===== src/rtl/tdm_demux16_pkg.sv =====
// Shared constants and types for the 16-slot TDM receive path.
package tdm_demux16_pkg;
    localparam int N    = 16;
    localparam int SELW = 4;

    localparam logic [0:SELW-1] SLOT_FIRST = 4'd0;
    localparam logic [0:SELW-1] SLOT_LAST  = 4'd15;

    typedef enum logic {
        HUNT = 1'b0,
        RECV = 1'b1
    } state_t;
endpackage


===== src/rtl/tdm_demux16_if.sv =====
// Serial-in / frame-out bundle of the TDM demux; master drives the serial side.
interface tdm_demux16_if;
    import tdm_demux16_pkg::*;

    logic            in;
    logic            in_valid;
    logic            frame_start;
    logic [0:SELW-1] sel;
    logic [0:N-1]    out;
    logic            out_valid;
    logic            sync_err;

    modport master (
        output in, in_valid, frame_start,
        input  sel, out, out_valid, sync_err
    );

    modport slave (
        input  in, in_valid, frame_start,
        output sel, out, out_valid, sync_err
    );
endinterface


===== src/rtl/tdm_demux16_dec.sv =====
// 4-to-16 enabled decoder: the structural inverse of the 16-to-1 slot mux.
module dec4to16_en
    import tdm_demux16_pkg::*;
(
    input  logic            en,
    input  logic [0:SELW-1] sel,
    output logic [0:N-1]    onehot
);
    for (genvar k = 0; k < N; k++) begin : g_lane
        assign onehot[k] = en && (sel == SELW'(k));
    end
endmodule


===== src/rtl/tdm_demux16.sv =====
// 16-slot TDM receiver: steers serial bits into a shadow frame and publishes
// complete frames, tracking alignment against the frame-start marker.
module tdm_demux16
    import tdm_demux16_pkg::*;
(
    input  logic           clk,
    input  logic           rst_n,
    tdm_demux16_if.slave   bus
);
    state_t          state;
    logic [0:SELW-1] sel_q;
    logic [0:N-1]    shadow;
    logic [0:N-1]    out_q;
    logic [0:N-1]    we;
    logic            out_valid_q;
    logic            sync_err_q;
    logic            accept;
    logic [0:SELW-1] wr_slot;

    // A marker always restarts the frame at slot 0, whatever sel says.
    assign wr_slot = bus.frame_start ? SLOT_FIRST : sel_q;
    assign accept  = bus.in_valid &&
                     (bus.frame_start || (state == RECV && sel_q != SLOT_FIRST));

    dec4to16_en u_dec (
        .en     (accept),
        .sel    (wr_slot),
        .onehot (we)
    );

    for (genvar k = 0; k < N; k++) begin : g_shadow
        always_ff @(posedge clk or negedge rst_n) begin
            if (!rst_n)     shadow[k] <= 1'b0;
            else if (we[k]) shadow[k] <= bus.in;
        end
    end

    always_ff @(posedge clk or negedge rst_n) begin
        if (!rst_n) begin
            state       <= HUNT;
            sel_q       <= SLOT_FIRST;
            out_q       <= '0;
            out_valid_q <= 1'b0;
            sync_err_q  <= 1'b0;
        end else begin
            out_valid_q <= 1'b0;
            sync_err_q  <= 1'b0;
            if (bus.in_valid) begin
                unique case (state)
                    HUNT: begin
                        if (bus.frame_start) begin
                            sel_q <= SLOT_FIRST + SELW'(1);
                            state <= RECV;
                        end
                    end
                    RECV: begin
                        if (bus.frame_start) begin
                            if (sel_q != SLOT_FIRST) sync_err_q <= 1'b1;
                            sel_q <= SLOT_FIRST + SELW'(1);
                        end else if (sel_q == SLOT_FIRST) begin
                            sync_err_q <= 1'b1;
                            state      <= HUNT;
                        end else if (sel_q == SLOT_LAST) begin
                            // Last bit bypasses the shadow so the frame lands in one edge.
                            out_q       <= {shadow[0:N-2], bus.in};
                            out_valid_q <= 1'b1;
                            sel_q       <= SLOT_FIRST;
                        end else begin
                            sel_q <= sel_q + SELW'(1);
                        end
                    end
                    default: state <= HUNT;
                endcase
            end
        end
    end

    assign bus.sel       = sel_q;
    assign bus.out       = out_q;
    assign bus.out_valid = out_valid_q;
    assign bus.sync_err  = sync_err_q;
endmodule


===== src/flat_wrapper.sv =====
// flat-port wrapper written by rule: the top's interface ports become plain ports
module tdm_demux16_flat import tdm_demux16_pkg::*;
  (clk, rst_n, bus_in, bus_in_valid, bus_frame_start, bus_sel, bus_out, bus_out_valid, bus_sync_err);
  tdm_demux16_if bus_i ();
  input  logic clk;
  input  logic rst_n;
  input wire logic [$bits(bus_i.in)-1:0] bus_in;
  input wire logic [$bits(bus_i.in_valid)-1:0] bus_in_valid;
  input wire logic [$bits(bus_i.frame_start)-1:0] bus_frame_start;
  output wire logic [$bits(bus_i.sel)-1:0] bus_sel;
  output wire logic [$bits(bus_i.out)-1:0] bus_out;
  output wire logic [$bits(bus_i.out_valid)-1:0] bus_out_valid;
  output wire logic [$bits(bus_i.sync_err)-1:0] bus_sync_err;
  assign bus_i.in = bus_in;
  assign bus_i.in_valid = bus_in_valid;
  assign bus_i.frame_start = bus_frame_start;
  assign bus_sel = bus_i.sel;
  assign bus_out = bus_i.out;
  assign bus_out_valid = bus_i.out_valid;
  assign bus_sync_err = bus_i.sync_err;
  tdm_demux16 u_core (.clk(clk), .rst_n(rst_n), .bus(bus_i));
endmodule

===== config.mk =====
export PLATFORM = sky130hd
export DESIGN_NAME = tdm_demux16_flat
export DESIGN_NICKNAME = d
export VERILOG_FILES = /design/src/rtl/tdm_demux16_pkg.sv /design/src/rtl/tdm_demux16_if.sv /design/src/rtl/tdm_demux16_dec.sv /design/src/rtl/tdm_demux16.sv /design/src/flat_wrapper.sv
export SDC_FILE = /design/constraint.sdc
export NUM_CORES = 1
export LEC_CHECK = 0
export ABC_AREA = 1
export CAP_MARGIN = 20
export CORE_UTILIZATION = 30
export DETAILED_ROUTE_END_ITERATION = 10
export PLACE_DENSITY = 0.51
export SKIP_LAST_GASP = 1
export SYNTH_ARGS = -nofsm -noshare
export SYNTH_HDL_FRONTEND = slang
export SYNTH_HIERARCHICAL = 1
export SYNTH_SLANG_ARGS = --single-unit

===== constraint.sdc =====
create_clock -name clk -period 1.5 [get_ports clk]
set_input_delay 0.375 -clock clk [delete_from_list [all_inputs] [get_ports clk]]
set_output_delay 0.375 -clock clk [all_outputs]
set_load 0.03 [all_outputs]

==> results.tsv, run 1 <==
stage	metric	value	unit
status	status	finished clean	
cells_and_area	share of cells above drive strength 1	0.310	
clock_tree	root buffer cell	clkbuf_8	
sta	final period utilization	0.991	
die	height of the die	78.8	um
route	routed len/inst	11.2	um
place	dpl hpwl	2410	um
setup_path	Critical path buffers and inverters	3	
flow_run	Max Cap Viol	0	
route	met3 routed WL	109	um
min_path	Hold WC Path Type	in -> async	
grt	gr ovfl total	0	
sta	Tmin final	1.49	ns
route	Initial DRC Count	70	
setup_path	Worst Setup End Kind	output port	
grt	antenna violations before repair	0	
cells_and_area	# diodes	0	
yosys	Yosys warning count	6	
setup_path	crit start category	flop	
route	number of nets with antenna violations after routing	0	
yosys	synthesized area	1770	um^2
yosys	Cells after Synth	206	
grt	wire length of the first global-routing pass	6070	um
setup_path	Worst EP arrival	1.11	ns
sta	worst slew pin tran	0.326	ns
yosys	post-synthesis net count	214	
die	initial core utilization	0.316	
sta	Max Fclk	673	MHz
yosys	Syn Area/Cell	8.59	um^2
die	I/O Pins	27	
setup_path	crit path cell chain	buf_4 > buf_4 > buf_6	
cells_and_area	register area	953	um^2
sta	Max Transition Viols Final	0	
setup_path	max incr delay on CP	0.42	ns
route	final wirelength	3620	um
cells_and_area	fin nets	259	
sta	RSZ-0062 raised after global routing	yes	
setup_path	Req. time, crit path	1.12	ns
sta	final setup violation count	0	
grt	largest net degree at the start of global routing	39	
setup_path	cell mode on critical path	buf_4	
cells_and_area	final core utilization	0.439	
clock_tree	clock latency on the worst-skew pair	0.29	ns
grt	vias in the first global route	1295	
route	metal2 WL	1770	um
clock_tree	# clock sinks	38	
clock_tree	Num CTS Buffers	5	
sta	Worst Setup Slack, final	0.0131	ns
route	Pre-antenna DRT Iters	4	
setup_path	worst-path cell with the longest stage delay	dfrtp_2	
place	RePlAce Congestion	0.764	
setup_path	delay-heaviest family, CP	flip-flops	
cells_and_area	Area Overhead vs Synth	39.2	%
sta	Slew headroom	0.782	
power_and_ir_drop	pwr/cell area	1180	nW/um^2
cells_and_area	fillcell total	574	
power_and_ir_drop	largest vdd supply drop	0.638	mV
route	via density per instance	4.35	
power_and_ir_drop	Leak	1.23	nW
grt	GRT Total Usage	0.127	
setup_path	CP max FO	3	
die	core box area	5610	um^2
setup_path	critical path class	reg -> out	
route	highest metal used	met4	
clock_tree	clock buffer depth	2	
clock_tree	clk slew on worst S/H paths	0.07	ns
place	port bufs	26	
clock_tree	H-tree levels	2	
clock_tree	TritonCTS clock tree	yes	
place	pre-CTS setup slack	-0.368	ns
die	die area	6210	um^2
die	row count	27	
route	M1 WL	1710	um
route	vias after detailed routing	1408	
sta	Worst Clk Skew	0.00425	ns
sta	Fin. Hold Viols	0	
die	Die Wd	78.8	um
route	DRC Markers	0	
cells_and_area	Multi-input gate area	792	um^2
[layout by cell type, fill, tap and decap left out, drive strengths merged]
master and n:
nand2 58, dfrtp 38, o21ai 34, inv 32
nor2 24, dlygate4sd2 20, buf 20, nand3 10
clkbuf 7, ha 3, clkdlybuf4s50 2, clkinvlp 1
clkinv 1, a21boi 1, nand4 1
[state kept, by name, summed over array words and instances (netlist names)]
signal                count
u_core/state              1
u_core/shadow            15
u_core/bus.sync_err       1
u_core/bus.out           16
u_core/bus.sel            4
u_core/bus.out_valid      1
[where the power goes]
group	internal [W]	switching [W]	total (W)
Sequential	0.00116	0.0000516	0.00121
Combinational	0.000361	0.000605	0.000966
Clock	0.000369	0.000362	0.000732
[per-layer routing]
metal,vias to the layer above,global-route usage
met4,0,0.0600
li1,727,-
met2,20,0.198
met1,657,0.167
met3,4,0.0276
met5,-,0
[through the flow]
step / TNS [ns] / instances / hold slack (ns) / cell area (um^2) / power [W]
after floorplan: 0 / 206 / 0.0794 / 1780 / 0.00171
after global placement: -7.76 / 312 / 0.362 / 2210 / 0.00200
after detailed placement: -8.72 / 312 / 0.361 / 2210 / 0.00200
after CTS: -0.0314 / 321 / 0.0421 / 2300 / 0.00278
after global routing: -0.293 / 324 / 0.0529 / 2460 / 0.00313
final: 0 / 324 / 0.0381 / 2460 / 0.00291
[timing repair]
item | 4_1_cts | 5_1_grt
setup endpoints to repair | 28 | 31
hold buffers | 0 | 0
cloned | 0 | 1
resized for setup | 25 | 32
setup buffers | 1 | 2
pin swaps | 1 | 5
[path summary, 6_finish.rpt]
| check | from | endpoint | slack, ns | depth (start not counted) |
|---|---|---|---|---|
| worst min-delay path | rst_n | u_core/bus.out[15] | 0.04 | 2 |
| worst max-delay path | u_core/bus.sel[3] | bus_sel[0] | 0.01 | 3 |
| min in group clk | u_core/bus.out[1] | u_core/bus.out[1] | 0.48 | 2 |
| max in group asynchronous | rst_n | u_core/bus.sel[2] | 1.25 | 2 |
| worst max register to register | u_core/bus.sel[2] | u_core/bus.out[6] | 0.07 | 7 |
| worst min register to register | u_core/bus.out[1] | u_core/bus.out[1] | 0.48 | 2 |
[final cells by class]
type                            instances  share of cell area
Inverter                               32              0.0488
Timing Repair Buffer                   43               0.168
Multi-Input combinational cell        131               0.321
Clock inverter                          2             0.00508
Clock buffer                            6              0.0335
Tap cell                               72              0.0366
Sequential cell                        38               0.387
Note: power is estimated with default switching activity, not from simulation.
==> inputs of run 2 (changes only) <==
--- a/config.mk
+++ b/config.mk
@@ -7,9 +7,10 @@
 export LEC_CHECK = 0
 export ABC_AREA = 1
 export CAP_MARGIN = 20
-export CORE_UTILIZATION = 30
+export CORE_UTILIZATION = 48
 export DETAILED_ROUTE_END_ITERATION = 10
-export PLACE_DENSITY = 0.51
+export PLACE_DENSITY = 0.75
+export REMOVE_ABC_BUFFERS = 1
 export SKIP_LAST_GASP = 1
 export SYNTH_ARGS = -nofsm -noshare
 export SYNTH_HDL_FRONTEND = slang
==> constraint.sdc (replaced) <==
create_clock -name clk -period 1.3 [get_ports clk]
set_input_delay 0.325 -clock clk [delete_from_list [all_inputs] [get_ports clk]]
set_output_delay 0.325 -clock clk [all_outputs]
set_load 0.03 [all_outputs]
==> results.tsv, run 2 (same netlist as run 1, synthesis figures left out) <==
stage	metric	value	unit
route	Initial DRC Count	87	
clock_tree	# clock sinks	38	
sta	final setup violation count	32	
cells_and_area	max reg flops	16	
cells_and_area	register area	951	um^2
die	core box area	3440	um^2
place	dpl hpwl	2430	um
sta	final period utilization	1.12	
grt	antenna violations before repair	0	
cells_and_area	commonest cells after routing, fill and taps aside	nand2_1 (38), dfrtp_1 (38), buf_4 (32)	
cells_and_area	Area Overhead vs Synth	53.9	%
sta	Slew headroom	0.776	
sta	Tmin final	1.46	ns
route	Pre-antenna DRT Iters	4	
clock_tree	clock latency on the worst-skew pair	0.28	ns
sta	worst slew pin tran	0.336	ns
status	status	finished, violations left	
sta	Fin. Hold Viols	0	
sta	Worst Clk Skew	0.00628	ns
clock_tree	hold buffers post-CTS	0	
cells_and_area	share of cells above drive strength 1	0.504	
die	initial core utilization	0.514	
grt	GRT Total Usage	0.208	
die	Die Wd	62.7	um
clock_tree	root buffer cell	clkbuf_8	
clock_tree	TritonCTS clock tree	yes	
cells_and_area	fillcell total	218	
setup_path	critical path class	reg -> reg	
setup_path	Worst Setup End Kind	flop	
die	height of the die	62.7	um
min_path	Hold WC Path Type	in -> async	
grt	gr ovfl total	0	
setup_path	Req. time, crit path	1.49	ns
flow_run	Max Cap Viol	0	
place	port bufs	26	
route	final wirelength	4490	um
place	pre-CTS setup slack	-0.533	ns
route	via density per instance	5.01	
sta	Max Fclk	685	MHz
setup_path	Worst R2R Start	u_core/bus.sel[2]	
sta	Worst Setup Slack, final	-0.160	ns
setup_path	critical path startpoint	u_core/bus.sel[2]	
setup_path	CP max FO	6	
route	routed len/inst	14.7	um
power_and_ir_drop	largest vdd supply drop	1.18	mV
route	number of nets with antenna violations after routing	0	
route	DRC Markers	0	
clock_tree	Num CTS Buffers	5	
clock_tree	clock buffer depth	2	
cells_and_area	# diodes	0	
grt	vias in the first global route	1400	
place	RePlAce Congestion	0.811	
grt	wire length of the first global-routing pass	6260	um
clock_tree	H-tree levels	2	
clock_tree	clk slew on worst S/H paths	0.08	ns
sta	Max Transition Viols Final	0	
die	row count	21	
setup_path	crit start category	flop	
grt	largest net degree at the start of global routing	39	
cells_and_area	fin nets	268	
cells_and_area	final core utilization	0.792	
power_and_ir_drop	Leak	1.27	nW
die	die area	3940	um^2
route	vias after detailed routing	1534	
status	failing checks	setup timing	
die	I/O Pins	27	
setup_path	Worst EP arrival	1.65	ns
sta	RSZ-0062 raised after global routing	yes	
cells_and_area	Multi-input gate area	1000	um^2
power_and_ir_drop	pwr/cell area	1370	nW/um^2
run 2: cell types whose count changed in the layout (fill, tap and decap cells not counted), sizes merged:
cell           delta
buf              +26
clkbuf            +1
clkdlybuf4s50     -1
clkinv            +1
clkinvlp          -1
dlygate4sd2      -18
run 2: final timing paths:
kind / slack [ns] / endpoint / cells past startpoint
worst max register to register: -0.16 / u_core/shadow[4] / 9
worst min register to register: 0.48 / u_core/bus.out[10] / 2
min in group clk: 0.44 / u_core/state / 2
max in group asynchronous: 1.10 / u_core/state / 2
worst min-delay path: 0.01 / u_core/bus.out[13] / 2
worst max-delay path: -0.16 / u_core/shadow[4] / 9
run 2: area by class of cell:
class	instances	share of cell area
Timing Repair Buffer	52	0.187
Clock inverter	2	0.00367
Tap cell	46	0.0211
Sequential cell	38	0.349
Inverter	32	0.0450
Multi-Input combinational cell	131	0.369
Clock buffer	5	0.0253
run 2: stage by stage:
step / total power, W / instances / setup TNS (ns) / hold WS, ns / area [um^2]
2_1_floorplan: 0.00195 / 201 / -13.40 / 0.0294 / 1730
3_3_place_gp: 0.00239 / 294 / -14.01 / 0.308 / 2180
3_5_place_dp: 0.00244 / 294 / -14.91 / 0.334 / 2180
4_1_cts: 0.00346 / 301 / -0.918 / 0.0298 / 2460
5_1_grt: 0.00394 / 306 / -4.64 / 0.0243 / 2730
6_report: 0.00374 / 306 / -2.69 / 0.0101 / 2730
run 2: critical path, cell delays in order (launching register included):
cell and delay [ns]:
dfrtp_1 0.39, inv_2 0.07, ha_4 0.16, nand2_4 0.08
nand2_4 0.07, nand2_8 0.12, nand3_4 0.12, nor2_2 0.14
nand2_1 0.08, o21ai_1 0.12
run 2: repair_timing:
item	4_1_cts	5_1_grt
setup endpoints to repair	39	39
gates resized for setup	59	53
setup buffers	0	3
cloned	0	2
pin swaps	12	9
run 2: metal layers:
| layer | wire, um | global-route usage |
|---|---|---|
| met1 | 1750 | 0.231 |
| met5 | 0 | 0 |
| met2 | 2520 | 0.386 |
| met4 | 95 | 0.0727 |
| met3 | 127 | 0.0456 |
run 2: power breakdown:
part | switching [W] | internal [W]
Combinational | 0.000928 | 0.000646
Sequential | 0.0000724 | 0.00133
Clock | 0.000398 | 0.000360
Total | 0.00140 | 0.00234
==> RTL edit 1 (flow settings as in run 1) <==
Change the package constant `N` from 16 to 8.
--- a/src/rtl/tdm_demux16_pkg.sv
+++ b/src/rtl/tdm_demux16_pkg.sv
@@ -2,3 +2,3 @@
 package tdm_demux16_pkg;
-    localparam int N    = 16;
+    localparam int N    = 8;
     localparam int SELW = 4;
Ports: changed (resized bus_out); port bits go from 27 to 19. No check against the original RTL was run, so the function may have changed too.
==> RTL edit 1 against run 1 <==
Total power fell by 32%; largest cell class unchanged; worst setup slack improved by 39 ps; via count fell by 36%; area after synthesis fell by 38%; cell area fell by 40%; sequential cell count fell by 16; wire length fell by 39%; global-route usage barely moved; critical endpoint is now bus_sel[1].
==> RTL edit 1: results (changes against run 1) <==
Placed design
  • IO Port Bufs: 18 (was 26)
  • Pre-CTS setup slack: -208.2 ps (was -367.9 ps)
  • Placed cell count: 204 (was 312)
  • Final HPWL DP: 1556 microns (was 2410 microns)
  • Routability cong.: 0.8476 (was 0.7636)

Final layout
  • Share of cells above drive strength 1: 0.2667 (was 0.3095)
  • FILL cells: 352 (was 574)
  • Max FFs per register: 8 (was 16)
  • Total Nets Final: 174 (was 259)

Clock tree
  • Later-pin clock latency in the skew report: 310 ps (was 290 ps)
  • Clock transition at path regs: 130 ps (was 70 ps)
  • H-tree levels: 1 (was 2)
  • CTS Buf Count: 3 (was 5)
  • Clk root buf: clkbuf_4 (was clkbuf_8)

GRT
  • Total track usage: 0.1267 (was 0.1269)
  • M3 GR Usage: 0.01642 (was 0.02759)
  • Met2 Use GR: 0.2038 (was 0.1983)
  • Largest net degree at the start of global routing: 23 (was 39)
  • First-pass GRT wire length: 3912 microns (was 6065 microns)
  • Vias in the first global route: 893 (was 1,295)
  • Met1 usage: 0.1649 (was 0.1669)

Detailed routing
  • Met2 wire len: 1042 microns (was 1767 microns)
  • DR iter-0 viols: 38 (was 70)
  • Aggregate routed wire length: 2208 microns (was 3623 microns)
  • Wl on met1: 1100 microns (was 1706 microns)
  • Metal3 WL: 44 microns (was 109 microns)
  • Total vias in the final route: 905 (was 1,408)

Setup path
  • CP startpoint: u_core/bus.sel[2]$_DFFE_PN0P_ (was u_core/bus.sel[3]$_DFFE_PN0P_)
  • CP arrival: 1070 ps (was 1110 ps)
  • Max FO, Critical Path: 6 (was 3)
  • FF-to-FF Start: u_core/bus.sel[3]$_DFFE_PN0P_ (was u_core/bus.sel[2]$_DFFE_PN0P_)

Die
  • Die W: 62.58 microns (was 78.82 microns)

Power
  • Peak VDD IR: 0.0005764 V (was 0.0006383 V)

Status
  • Status: completed (unchanged)

Logic synthesis
  • Post-Syn Nets: 141 (was 214)
  • Cells after synthesis: 133 (was 206)

STA
  • Clk_skew: 2.419 ps (was 4.247 ps)
  • Worst Tran Pin Value: 316.7 ps (was 326.3 ps)
[RTL edit 1: report_power, final]
part | internal, uW | leakage, uW | switching, uW
clock network | 270 | 0.0000279 | 186
registers | 722 | 0.000277 | 70.1
logic | 269 | 0.000429 | 453
total | 1260 | 0.000734 | 709
[RTL edit 1: layout make-up]
class                           count  area (sq um)  area share
Sequential cell                    22         553.0      0.3759
Multi-Input combinational cell     86         475.5      0.3231
Timing Repair Buffer               29         242.7      0.1650
Inverter                           24         90.09     0.06122
Tap cell                           46         57.56     0.03912
Clock inverter                      1         30.03     0.02041
Clock buffer                        3         22.52     0.01531
[RTL edit 1: final timing paths]
kind	slack (ps)	to	cells past startpoint
max	50	bus_sel[1]	2
min	400	u_core/bus.sel[0]$_DFFE_PN0P_	2
max reg2reg	90	u_core/bus.out[1]$_DFFE_PN0P_	7
min reg2reg	490	u_core/bus.out[3]$_DFFE_PN0P_	2
max in group asynchronous	850	u_core/bus.sel[3]$_DFFE_PN0P_	2
min in group clk	490	u_core/bus.out[3]$_DFFE_PN0P_	2
[RTL edit 1: per-stage QoR]
step	power [uW]	TNS (ps)	util	area, sq um
global route	2131	-25.02	0.4308	1471
finish	1970	0	0.4308	1471
global placement	1479	-2621	0.4073	1391
CTS	1957	-51.44	0.4242	1449
detailed placement	1491	-2842	0.4073	1391
floorplan	1230	0	-	1110
[RTL edit 1: timing repair]
item	4_1_cts	5_1_grt
pin swaps	1	0
setup endpoints to repair	18	22
gates cloned	1	0
gates resized for setup	15	14
setup buffers	0	2
[RTL edit 1: critical path, cell delays in order (launching register included)]
cell and delay (ps):
dfrtp_2 460, buf_4 140, buf_2 170
==> RTL edit 2 (config.mk and constraints of run 1) <==
Without the edit above. Make the reset (`rst_n`) synchronous in 2 clocked blocks.
--- a/src/rtl/tdm_demux16.sv
+++ b/src/rtl/tdm_demux16.sv
@@ -31,3 +31,3 @@
     for (genvar k = 0; k < N; k++) begin : g_shadow
-        always_ff @(posedge clk or negedge rst_n) begin
+        always_ff @(posedge clk) begin
             if (!rst_n)     shadow[k] <= 1'b0;
@@ -37,3 +37,3 @@
 
-    always_ff @(posedge clk or negedge rst_n) begin
+    always_ff @(posedge clk) begin
         if (!rst_n) begin
Formal check against the unedited RTL: differs if rst_n is asserted again (counterexample within 4 cycles, from zero or initial values and one cycle with rst_n low); with rst_n held inactive, the same outputs for 10 cycles.
==> RTL edit 2 against run 1 <==
Wire length barely moved; utilization rose by 1.6 points; area after synthesis down 8.3%; sequential cell count did not move; worst setup slack better by 50 ps; cell area shrank 4.3%.
Power is not compared: it rests on default switching activity, and its combinational part moved more than twofold at a synthesized area within 25%.
==> RTL edit 2: results (changes against run 1) <==
Status
  • Status: completed (unchanged)

Clock tree
  • H-tree levels: 2 (unchanged)
  • Later-pin clock latency in the skew report: 290 ps (about the same)
  • Clock transition at path regs: 80 ps
  • CTS Buf Count: 5 (unchanged)
  • Clk root buf: clkbuf_8 (unchanged)
  • Clock tree buffer depth: 2 (unchanged)

Setup path
  • Slowest-stage cell, CP: dlygate4sd2_1 (was dfrtp_2)
  • Critical path's top delay family: buffers and inverters (was flip-flops)
  • Max FO, Critical Path: 6 (was 3)
  • CP arrival: 1060 ps (was 1110 ps)
  • Critical path's largest stage delay: 400 ps (was 420 ps)

Placed design
  • Routability cong.: 0.8015 (was 0.7636)
  • IO Port Bufs: 26 (unchanged)
  • Final HPWL DP: 2392 microns (was 2410 microns)

GRT
  • Vias in the first global route: 1,325 (was 1,295)
  • First-pass GRT wire length: 6106 microns (was 6065 microns)
  • Initial antenna violation count: 0 (unchanged)
  • M3 GR Usage: 0.03175 (was 0.02759)
  • Met1 usage: 0.1943 (was 0.1669)
  • Total track usage: 0.1438 (was 0.1269)
  • Met2 Use GR: 0.2212 (was 0.1983)
  • Largest net degree at the start of global routing: 37 (was 39)

Power
  • Clock power frac: 0.378
  • Peak VDD IR: about 0.00038 V
  • PD cells: just over 800 mW/mm^2
  • Flop pwr share: 0.526
  • LEAKAGE: ~0.0011 uW
  • Internal power: approximately 1500 uW

Final layout
  • Antenna cells: 0 (unchanged)
  • Share of cells above drive strength 1: 0.3083 (was 0.3095)
  • FILL cells: 508 (was 574)
  • Max FFs per register: 16 (unchanged)
  • Total Nets Final: 260 (was 259)

Detailed routing
  • Met2 wire len: 1620 microns (was 1767 microns)
  • Wl on met1: 1815 microns (was 1706 microns)
  • Drt pass-1 iters: 6 (was 4)
  • Metal3 WL: 140 microns (was 109 microns)
  • Aggregate routed wire length: 3626 microns (was 3623 microns)
  • Max layer used: met4 (unchanged)
  • DR iter-0 viols: 60 (was 70)
  • Vias per cell: 4.508 (was 4.346)

Logic synthesis
  • Yosys warnings: 6 (unchanged)
  • Post-Syn Nets: 218 (was 214)

STA
  • Worst Tran Pin Value: 547.5 ps (was 326.3 ps)
  • Clk_skew: 2.150 ps (was 4.247 ps)

Hold path
  • Worst hold path type: reg -> reg (was in -> async)
[RTL edit 2: cell types whose count changed in the layout (fill, tap and decap cells not counted), sizes merged, moves of 2 or more]
cell and change:
a21oi +19, buf -4, dfrtp -38, dfxtp +38, dlygate4sd2 +2, inv -14, nand2 -36, nor2 +33
[RTL edit 2: area by class of cell]
cell class / count / area (sq um) / area share
clock buffer: 6 / 82.58 / 0.03503
clock inverter: 2 / 11.26 / 0.004777
inverter: 17 / 71.32 / 0.03025
multi-input combinational: 148 / 943.4 / 0.4002
sequential: 38 / 773.2 / 0.3280
tap: 70 / 87.58 / 0.03716
timing repair buffer: 42 / 387.9 / 0.1645
[RTL edit 2: final timing paths]
kind | slack (ps) | depth (start not counted) | endpoint | from
worst min register to register | 490 | 2 | u_core/bus.out[12]$_SDFFE_PN0P_ | u_core/bus.out[12]$_SDFFE_PN0P_
worst min-delay path | 490 | 2 | u_core/bus.out[12]$_SDFFE_PN0P_ | u_core/bus.out[12]$_SDFFE_PN0P_
worst max-delay path | 60 | 1 | bus_sel[0] | u_core/bus.sel[3]$_SDFFE_PN0P_
worst max register to register | 90 | 9 | u_core/bus.out[15]$_SDFFE_PN0P_ | u_core/bus.sel[2]$_SDFFE_PN0P_
[RTL edit 2: metrics by stage]
stage	cell area (sq um)	instances	setup slack [ps]	setup TNS (ps)
after CTS	2190	322	-8.403	-16.47
after global routing	2357	323	-2.770	-2.770
after detailed placement	2102	314	-439.0	-12310
final	2357	323	63.51	0
after global placement	2102	314	-403.2	-11450
after floorplan	1658	210	21.66	0
[RTL edit 2: what timing repair did]
item	4_1_cts	5_1_grt
setup buffers	0	1
setup endpoints to repair	53	33
gates resized for setup	30	45
hold buffers	0	0
pin swaps	0	7
